<file path="src/rtl/ddr_sched_pkg.sv">
// Shared types and constants for the DDR3 MIG command scheduler.
//   sched_state_t : arbiter FSM states
//   CMD_WRITE     : MIG UI app_cmd encoding for a write
//   CMD_READ      : MIG UI app_cmd encoding for a read
package ddr_sched_pkg;

    typedef enum logic [2:0] {
        WAIT_INIT,
        IDLE,
        RD,
        WR,
        TURN
    } sched_state_t;

    localparam logic [2:0] CMD_WRITE = 3'b000;
    localparam logic [2:0] CMD_READ  = 3'b001;

endpackage

</file>
<file path="src/rtl/ddr_cmd_scheduler_if.sv">
// Handshake bundle between the command scheduler, the MIG UI command/write-data
// ports and the two request streams (camera writes, HDMI read requests).
//   master : the scheduler side (drives strobes and readies)
//   slave  : the environment side (MIG + request sources)
interface ddr_cmd_scheduler_if;

    // MIG UI
    logic       app_rdy;
    logic       app_wdf_rdy;
    logic       app_rd_data_valid;
    logic       app_en;
    logic [2:0] app_cmd;
    logic       app_wdf_wren;
    logic       app_wdf_end;

    // Request streams
    logic       wr_req_valid;
    logic       wr_req_ready;
    logic       rd_req_valid;
    logic       rd_req_ready;
    logic       rd_fifo_af;

    modport master (
        input  app_rdy, app_wdf_rdy, app_rd_data_valid,
        input  wr_req_valid, rd_req_valid, rd_fifo_af,
        output app_en, app_cmd, app_wdf_wren, app_wdf_end,
        output wr_req_ready, rd_req_ready
    );

    modport slave (
        output app_rdy, app_wdf_rdy, app_rd_data_valid,
        output wr_req_valid, rd_req_valid, rd_fifo_af,
        input  app_en, app_cmd, app_wdf_wren, app_wdf_end,
        input  wr_req_ready, rd_req_ready
    );

endinterface

</file>
<file path="src/rtl/credit_counter.sv">
// Up/down credit counter that saturates at zero and latches a sticky
// underflow flag when a decrement arrives with nothing to take away.
//   clk_in, rst_in : clock, asynchronous active-low reset
//   inc, dec       : count up / count down this cycle (both = no change)
//   count          : current credit count
//   underflow      : sticky, set by dec while count == 0
module credit_counter #(
    parameter int unsigned W = 4
) (
    input  logic         clk_in,
    input  logic         rst_in,
    input  logic         inc,
    input  logic         dec,
    output logic [W-1:0] count,
    output logic         underflow
);

    // NOTE: state registers use non-blocking (<=) so every flop samples
    // pre-edge values regardless of statement order.
    always_ff @(posedge clk_in or negedge rst_in) begin
        if (!rst_in) begin
            count     <= '0;
            underflow <= 1'b0;
        end else begin
            if (dec && (count == '0))
                underflow <= 1'b1;

            if (inc && !dec)
                count <= count + W'(1);
            else if (dec && !inc && (count != '0))
                count <= count - W'(1);
        end
    end

endmodule

</file>
<file path="src/rtl/ddr_cmd_scheduler.sv">
// Arbitrates the MIG UI command port between the camera write stream and the
// HDMI read-request generator. Bounded bursts while contested, a fixed idle
// gap on every direction change, a cap on reads in flight and read-FIFO
// back-pressure. Only handshakes, strobes and select/status are driven here.
//   clk_in, rst_in       : MIG ui_clk, asynchronous active-low reset
//   init_calib_complete  : MIG calibration done; low forces WAIT_INIT
//   bus                  : MIG UI + request-stream handshakes (master side)
//   sel_rd               : address mux select, 1 = read address
//   outstanding          : reads issued but not yet returned
//   err_underflow        : sticky, read data returned with none outstanding
module ddr_cmd_scheduler
    import ddr_sched_pkg::*;
#(
    parameter int unsigned RD_BURST        = 8,
    parameter int unsigned WR_BURST        = 8,
    parameter int unsigned TURNAROUND      = 2,
    parameter int unsigned MAX_OUTSTANDING = 8,
    parameter int unsigned OUT_W           = $clog2(MAX_OUTSTANDING + 1)
) (
    input  logic                 clk_in,
    input  logic                 rst_in,
    input  logic                 init_calib_complete,
    ddr_cmd_scheduler_if.master  bus,
    output logic                 sel_rd,
    output logic [OUT_W-1:0]     outstanding,
    output logic                 err_underflow
);

    localparam int unsigned BURST_MAX = (RD_BURST > WR_BURST) ? RD_BURST : WR_BURST;
    localparam int unsigned BURST_W   = $clog2(BURST_MAX + 1);
    localparam int unsigned TURN_LAST_I = TURNAROUND - 1;

    localparam logic [BURST_W:0]   RD_LIMIT  = RD_BURST[BURST_W:0];
    localparam logic [BURST_W:0]   WR_LIMIT  = WR_BURST[BURST_W:0];
    localparam logic [BURST_W-1:0] BURST_SAT = BURST_MAX[BURST_W-1:0];
    localparam logic [OUT_W-1:0]   MAX_OUT   = MAX_OUTSTANDING[OUT_W-1:0];
    localparam logic [3:0]         TURN_LAST = TURN_LAST_I[3:0];

    sched_state_t       state, state_nxt;
    logic [BURST_W-1:0] burst;
    logic [BURST_W:0]   burst_now;
    logic [3:0]         turn_cnt;
    logic               turn_to_rd, turn_to_rd_nxt;
    logic               rd_credit;
    logic               rd_ok;
    logic               rd_hs, wr_hs;

    assign rd_credit = !bus.rd_fifo_af && (outstanding < MAX_OUT);
    assign rd_ok     = bus.rd_req_valid && rd_credit;

    // Burst length including this cycle's handshake, so the grant ends on the
    // edge right after the last allowed beat completes.
    assign burst_now = {1'b0, burst} + {{BURST_W{1'b0}}, (rd_hs | wr_hs)};

    // ---------------- state register ----------------
    always_ff @(posedge clk_in or negedge rst_in) begin
        if (!rst_in)
            state <= WAIT_INIT;
        else
            state <= state_nxt;
    end

    // ---------------- next-state logic ----------------
    // NOTE: every variable gets a default at the top of an always_comb so no
    // path leaves it unassigned and no latch is inferred.
    always_comb begin
        state_nxt      = state;
        turn_to_rd_nxt = turn_to_rd;

        if (!init_calib_complete) begin
            state_nxt = WAIT_INIT;
        end else begin
            case (state)
                WAIT_INIT: state_nxt = IDLE;

                IDLE: begin
                    // Reads win ties: the display has a hard deadline.
                    if (rd_ok)
                        state_nxt = RD;
                    else if (bus.wr_req_valid)
                        state_nxt = WR;
                end

                RD: begin
                    if (bus.wr_req_valid && ((burst_now >= RD_LIMIT) || !rd_ok)) begin
                        state_nxt      = TURN;
                        turn_to_rd_nxt = 1'b0;
                    end else if (!bus.wr_req_valid && !rd_ok) begin
                        state_nxt = IDLE;
                    end
                end

                WR: begin
                    if (rd_ok && ((burst_now >= WR_LIMIT) || !bus.wr_req_valid)) begin
                        state_nxt      = TURN;
                        turn_to_rd_nxt = 1'b1;
                    end else if (!bus.wr_req_valid && !rd_ok) begin
                        state_nxt = IDLE;
                    end
                end

                TURN: begin
                    if (turn_cnt == TURN_LAST)
                        state_nxt = turn_to_rd ? RD : WR;
                end

                default: state_nxt = WAIT_INIT;
            endcase
        end
    end

    // ---------------- outputs (zero-latency handshakes) ----------------
    always_comb begin
        rd_hs            = 1'b0;
        wr_hs            = 1'b0;
        bus.rd_req_ready = 1'b0;
        bus.wr_req_ready = 1'b0;
        bus.app_cmd      = CMD_WRITE;
        sel_rd           = 1'b0;

        case (state)
            RD: begin
                bus.rd_req_ready = rd_credit && bus.app_rdy;
                rd_hs            = rd_ok && bus.app_rdy;
                bus.app_cmd      = CMD_READ;
                sel_rd           = 1'b1;
            end
            WR: begin
                bus.wr_req_ready = bus.app_rdy && bus.app_wdf_rdy;
                wr_hs            = bus.wr_req_valid && bus.app_rdy && bus.app_wdf_rdy;
            end
            TURN: sel_rd = turn_to_rd;
            default: ;
        endcase

        bus.app_en       = rd_hs | wr_hs;
        bus.app_wdf_wren = wr_hs;
        bus.app_wdf_end  = wr_hs;
    end

    // ---------------- burst / turnaround bookkeeping ----------------
    always_ff @(posedge clk_in or negedge rst_in) begin
        if (!rst_in) begin
            burst      <= '0;
            turn_cnt   <= '0;
            turn_to_rd <= 1'b0;
        end else begin
            turn_to_rd <= turn_to_rd_nxt;

            // Any state change restarts the burst, which covers every entry
            // to RD or WR. The count saturates so an uncontested stream can
            // run forever without wrapping.
            if (state_nxt != state)
                burst <= '0;
            else if ((rd_hs || wr_hs) && (burst != BURST_SAT))
                burst <= burst + 1'b1;

            if ((state == TURN) && (state_nxt == TURN))
                turn_cnt <= turn_cnt + 4'd1;
            else
                turn_cnt <= '0;
        end
    end

    // Returns keep counting in every state, including WAIT_INIT.
    credit_counter #(
        .W (OUT_W)
    ) u_rd_credits (
        .clk_in    (clk_in),
        .rst_in    (rst_in),
        .inc       (rd_hs),
        .dec       (bus.app_rd_data_valid),
        .count     (outstanding),
        .underflow (err_underflow)
    );

endmodule

</file>
<file path="src/flat_wrapper.sv">
// flat-port wrapper written by rule: the top's interface ports become plain ports
module ddr_cmd_scheduler_flat import ddr_sched_pkg::*;
#(
    parameter int unsigned RD_BURST        = 8,
    parameter int unsigned WR_BURST        = 8,
    parameter int unsigned TURNAROUND      = 2,
    parameter int unsigned MAX_OUTSTANDING = 8,
    parameter int unsigned OUT_W           = $clog2(MAX_OUTSTANDING + 1)
)
  (clk_in, rst_in, init_calib_complete, sel_rd, outstanding, err_underflow, bus_app_rdy, bus_app_wdf_rdy, bus_app_rd_data_valid, bus_wr_req_valid, bus_rd_req_valid, bus_rd_fifo_af, bus_app_en, bus_app_cmd, bus_app_wdf_wren, bus_app_wdf_end, bus_wr_req_ready, bus_rd_req_ready);
  ddr_cmd_scheduler_if bus_i ();
  input  logic clk_in;
  input  logic rst_in;
  input  logic init_calib_complete;
  output logic sel_rd;
  output logic [OUT_W-1:0] outstanding;
  output logic err_underflow;
  input wire logic [$bits(bus_i.app_rdy)-1:0] bus_app_rdy;
  input wire logic [$bits(bus_i.app_wdf_rdy)-1:0] bus_app_wdf_rdy;
  input wire logic [$bits(bus_i.app_rd_data_valid)-1:0] bus_app_rd_data_valid;
  input wire logic [$bits(bus_i.wr_req_valid)-1:0] bus_wr_req_valid;
  input wire logic [$bits(bus_i.rd_req_valid)-1:0] bus_rd_req_valid;
  input wire logic [$bits(bus_i.rd_fifo_af)-1:0] bus_rd_fifo_af;
  output wire logic [$bits(bus_i.app_en)-1:0] bus_app_en;
  output wire logic [$bits(bus_i.app_cmd)-1:0] bus_app_cmd;
  output wire logic [$bits(bus_i.app_wdf_wren)-1:0] bus_app_wdf_wren;
  output wire logic [$bits(bus_i.app_wdf_end)-1:0] bus_app_wdf_end;
  output wire logic [$bits(bus_i.wr_req_ready)-1:0] bus_wr_req_ready;
  output wire logic [$bits(bus_i.rd_req_ready)-1:0] bus_rd_req_ready;
  assign bus_i.app_rdy = bus_app_rdy;
  assign bus_i.app_wdf_rdy = bus_app_wdf_rdy;
  assign bus_i.app_rd_data_valid = bus_app_rd_data_valid;
  assign bus_i.wr_req_valid = bus_wr_req_valid;
  assign bus_i.rd_req_valid = bus_rd_req_valid;
  assign bus_i.rd_fifo_af = bus_rd_fifo_af;
  assign bus_app_en = bus_i.app_en;
  assign bus_app_cmd = bus_i.app_cmd;
  assign bus_app_wdf_wren = bus_i.app_wdf_wren;
  assign bus_app_wdf_end = bus_i.app_wdf_end;
  assign bus_wr_req_ready = bus_i.wr_req_ready;
  assign bus_rd_req_ready = bus_i.rd_req_ready;
  ddr_cmd_scheduler #(.RD_BURST(RD_BURST), .WR_BURST(WR_BURST), .TURNAROUND(TURNAROUND), .MAX_OUTSTANDING(MAX_OUTSTANDING), .OUT_W(OUT_W)) u_core (.clk_in(clk_in), .rst_in(rst_in), .init_calib_complete(init_calib_complete), .bus(bus_i), .sel_rd(sel_rd), .outstanding(outstanding), .err_underflow(err_underflow));
endmodule
</file>
<file path="config.mk">
export PLATFORM = sky130hd
export DESIGN_NAME = ddr_cmd_scheduler_flat
export DESIGN_NICKNAME = d
export VERILOG_FILES = /design/src/rtl/ddr_sched_pkg.sv /design/src/rtl/ddr_cmd_scheduler_if.sv /design/src/rtl/credit_counter.sv /design/src/rtl/ddr_cmd_scheduler.sv /design/src/flat_wrapper.sv
export SDC_FILE = /design/constraint.sdc
export NUM_CORES = 1
export LEC_CHECK = 0
export ABC_AREA = 1
export BUFFER_PORTS_ARGS = -buffer_cell sky130_fd_sc_hd__buf_2
export CELL_PAD_IN_SITES_DETAIL_PLACEMENT = 0
export CELL_PAD_IN_SITES_GLOBAL_PLACEMENT = 2
export CORE_MARGIN = 2
export CORE_UTILIZATION = 25
export CTS_CLUSTER_DIAMETER = 60
export DETAILED_ROUTE_END_ITERATION = 16
export PLACE_DENSITY_LB_ADDON = 0.3
export SETUP_SLACK_MARGIN = 0.3
export SLEW_MARGIN = 30
export SYNTH_ARGS = -nofsm -noshare
export SYNTH_HDL_FRONTEND = slang
export SYNTH_SLANG_ARGS = --single-unit
</file>
<file path="constraint.sdc">
create_clock -name clk_in -period 2.4 [get_ports clk_in]
set_clock_uncertainty 0.1 [all_clocks]
set_input_delay 0.48 -clock clk_in [delete_from_list [all_inputs] [get_ports clk_in]]
set_output_delay 0.48 -clock clk_in [all_outputs]
set_load 0.1 [all_outputs]
</file>
==> results.sh <==
export IMPL_outcome="finished, violations left"
export IMPL_violations="setup timing"
export IMPL_max_stage_delay_ns=0.39
export IMPL_synth_yosys_seq_area_share_pct=33.9
export IMPL_final_area_mm2=0.00203
export IMPL_leakagePower_nw=0.977
export IMPL_async_reset_ff_share_pct=100
export IMPL_start_kind="flip-flop"
export IMPL_netlist_instances=158
export IMPL_cp_data_required_time_ns=2.49
export IMPL_power_frac_comb_pct=57.7
export IMPL_p_sw_mw=0.760
export IMPL_ys_top_cells_by_count="31 x nand2_1, 21 x inv_1, 17 x dfrtp_1"
export IMPL_timing_hold_ws_ns=0.0504
export IMPL_fp_row_count=25
export IMPL_fmax_mhz=415
export IMPL_synth_top_area_cell="dfrtp_1"
export IMPL_cts_sink_count=17
export IMPL_grtUsageTotal_pct=12.7
export IMPL_avgSynthCellArea_um2=7.93
export IMPL_antenna_found_initial=0
export IMPL_crit_chain="inv_2 -> nor2_4 -> inv_2 -> nor2_4 -> nand3_2 -> inv_2 -> or2_4 -> ha_4 -> ha_4 -> nand2_1 -> nand2_1 -> nand2_2 -> nand3_2 -> nand2_2 -> nand2_1 -> nand4_1 -> nand2_1 -> nand2_1 -> nand2_2 -> nor2_2 -> nand2_2 -> nor2_1"
export IMPL_io_pins=23
export IMPL_worst_path_max_delay_cell="dfrtp_1"
export IMPL_rsz0062_at_grt="yes"
export IMPL_cp_common_cell="nand2_1"
export IMPL_drv_cap=0
export IMPL_routedWlPerCell_um=11.0
export IMPL_utilization_pct=42.4
export IMPL_htreeDepth=1
export IMPL_die_area_mm2=0.00560
export IMPL_cts_buffers=3
export IMPL_yosysUniqueCellTypes=29
export IMPL_overflow=0
export IMPL_vias=1183
export IMPL_synth_xor_area_share_pct=5.59
export IMPL_crit_family="simple AND/OR/NAND/NOR gates"
export IMPL_dr_pass1_iters=4
export IMPL_clk_path_buf_depth=2
export IMPL_hold_buffers=0
export IMPL_worstPathMaxFanout=4
export IMPL_diodes=0
export IMPL_gp_congestion=0.908
export IMPL_placed_area_mm2=0.00170
export IMPL_path_clk_slew_ns=0.08
export IMPL_critical_path_buf_inv_count=3
export IMPL_cts_tree="yes"
export IMPL_cts_root_buf="clkbuf_8"
export IMPL_initial_core_util_pct=26.2
export IMPL_ys_ff_latch=17
export IMPL_final_nets=238
export IMPL_vdd_ir_drop_worst_uv=449
export IMPL_synth_top_family_by_area="simple AND/OR/NAND/NOR gates"
export IMPL_setup_viol=5
export IMPL_coreArea_mm2=0.00479
export IMPL_vias_per_cell=4.14
export IMPL_areaGrowthSynthToFinish_pct=61.8
export IMPL_antenna_left=0
export IMPL_finalWorstSetupSlack_ns=-0.0105
export IMPL_die_h_um=74.8
export IMPL_crit_arrival_ns=2.50
export IMPL_ys_flop_type="dfrtp_1"
export IMPL_synth_edf_count=0
export IMPL_drive_gt1_share_pct=48.9
export IMPL_synthTopCellsByArea="dfrtp_1 34%, nand2_1 9.3%, ha_1 8.0%"
export IMPL_drc=0
export IMPL_hold_class="in2async"
export IMPL_timing_final_crit_share_pct=100
export IMPL_synth_area_mm2=0.00125
export IMPL_switching_share_pct=51.2
export IMPL_hpwlAfterDp_um=2420
export IMPL_slew_violations=0
export IMPL_clock_power_share_pct=15.4
export IMPL_grt_pass1_wl_um=5350
export IMPL_synth_adder_area_share_pct=9.58
export IMPL_yosys_warnings=0
export IMPL_power_internal_mw=0.725
export IMPL_endpoint_kind="flip-flop"
export IMPL_port_buffers=20
export IMPL_fillers=468
export IMPL_synth_compound_area_share_pct=4.99
export IMPL_seqPwrFrac_pct=26.8
export IMPL_synth_top_area_share_pct=33.9
export IMPL_die_w_um=74.8
export IMPL_grt_max_degree=18
export IMPL_hold_viol=0
export IMPL_grt_pass1_vias=1187
export IMPL_wirelength_um=3150
export IMPL_crit_type="reg2reg"
export IMPL_insertion_delay_ns=0.26
export IMPL_post_route_min_period_ns=2.41
export IMPL_synth_mux_area_share_pct=0.898
export IMPL_yosysMostFrequentCell="nand2_1"
export IMPL_p_per_area_mw_per_mm2=732
export IMPL_drt_iter0_markers=49
export IMPL_synth_simple_gate_area_share_pct=35.1
-- worst register-to-register path, stage by stage (launching register included) --
cell     delay [ns]
dfrtp_1        0.39
inv_2          0.08
nor2_4         0.05
inv_2          0.06
nor2_4         0.03
nand3_2        0.07
inv_2          0.04
or2_4          0.23
ha_4           0.17
ha_4           0.15
nand2_1        0.05
nand2_1        0.05
nand2_2        0.09
nand3_2        0.08
nand2_2        0.07
nand2_1        0.05
nand4_1        0.10
nand2_1        0.08
nand2_1        0.07
nand2_2        0.06
nor2_2         0.09
nand2_2        0.08
nor2_1         0.09
-- layout by cell type (no fill, tap or decap), types with 2 or more instances in the layout --
| master | count |
|---|---|
| buf_4 | 31 |
| buf_12 | 7 |
| a21oi_1 | 2 |
| xor2_1 | 5 |
| nand2_1 | 24 |
| conb_1 | 2 |
| o21ai_2 | 3 |
| nor2_2 | 3 |
| or2_4 | 2 |
| ha_4 | 3 |
| buf_2 | 13 |
| nand3_1 | 14 |
| ha_1 | 5 |
| a21o_1 | 2 |
| nand2_4 | 3 |
| buf_6 | 8 |
| dfrtp_1 | 17 |
| clkbuf_8 | 3 |
| nor2_1 | 11 |
| nand3b_1 | 2 |
| nand2_2 | 8 |
| nand4_1 | 3 |
| nor3_4 | 2 |
| inv_1 | 19 |
| xnor2_1 | 3 |
| nor2_4 | 4 |
| inv_2 | 6 |
| nand3_2 | 3 |
-- power by group through the flow --
stage	clock (mW)	combinational (mW)	sequential [mW]
2_1_floorplan	0	0.293	0.706
3_3_place_gp	0	0.786	0.402
3_5_place_dp	0	0.793	0.406
4_1_cts	0.239	0.835	0.400
5_1_grt	0.254	0.911	0.411
6_report	0.229	0.857	0.399
-- through the flow --
step                instances  TNS [ns]  worst slack, ns  total power, mW
global route              286     -1.83           -0.206             1.58
CTS                       282    -0.258          -0.0733             1.47
global placement          267     -1.32           -0.228             1.19
detailed placement        267     -1.76           -0.276             1.20
floorplan                 159    -15.26            -1.20             1.00
finish                    286   -0.0235          -0.0105             1.48
-- layout make-up --
class                           instances  area [µm²]  share of cell area [%]
Clock buffer                            3        41.3                    2.04
Clock inverter                          1        7.51                   0.370
Inverter                               26         100                    4.94
Multi-Input combinational cell        113         842                    41.5
Sequential cell                        17         425                    21.0
Tap cell                               67        83.8                    4.13
Timing Repair Buffer                   59         528                    26.0
-- sequential cells by signal (all words and copies together) (netlist names) --
register	flops
u_core.burst	4
u_core.state	3
u_core.turn_cnt	4
u_core.turn_to_rd	1
u_core.u_rd_credits.count	4
u_core.u_rd_credits.underflow	1
-- kinds of logic after synthesis --
family / count (synthesis)
flops: 17
simple gates: 82
xor+xnor: 8
other cells: 1
mux: 1
compound gates: 11
buf+inv: 29
fa+ha+maj: 9
-- final timing paths --
kind	from	end	slack [ns]	cells after the start
min	rst_in	u_core.state[2]$_DFF_PN0_	0.05	1
max	u_core.state[1]$_DFF_PN0_	u_core.burst[2]$_DFFE_PN0P_	-0.01	22
min reg2reg	u_core.u_rd_credits.underflow$_DFFE_PN0P_	u_core.u_rd_credits.underflow$_DFFE_PN0P_	0.38	1
max in group asynchronous	rst_in	u_core.u_rd_credits.count[1]$_DFFE_PN0P_	1.85	1
max reg2reg	u_core.state[1]$_DFF_PN0_	u_core.burst[2]$_DFFE_PN0P_	-0.01	22
min in group clk_in	u_core.u_rd_credits.underflow$_DFFE_PN0P_	u_core.u_rd_credits.underflow$_DFFE_PN0P_	0.38	1
-- layer usage --
metal,track usage [%],vias to the layer above,wire [µm]
met5,0,-,0
met4,5.56,0,34
met3,1.87,2,64
met2,21.4,13,1590
met1,16.2,550,1460
li1,-,618,-
-- repair_timing --
| action | CTS | global route |
|---|---|---|
| resized for setup | 31 | 15 |
| buffers inserted | 11 | 4 |
| setup endpoints to repair | 20 | 22 |
| pin swaps | 19 | 14 |
| hold endpoints to repair | 0 | 0 |
| cloned | 0 | 0 |
No activity file was read; power rests on OpenSTA's default activity.
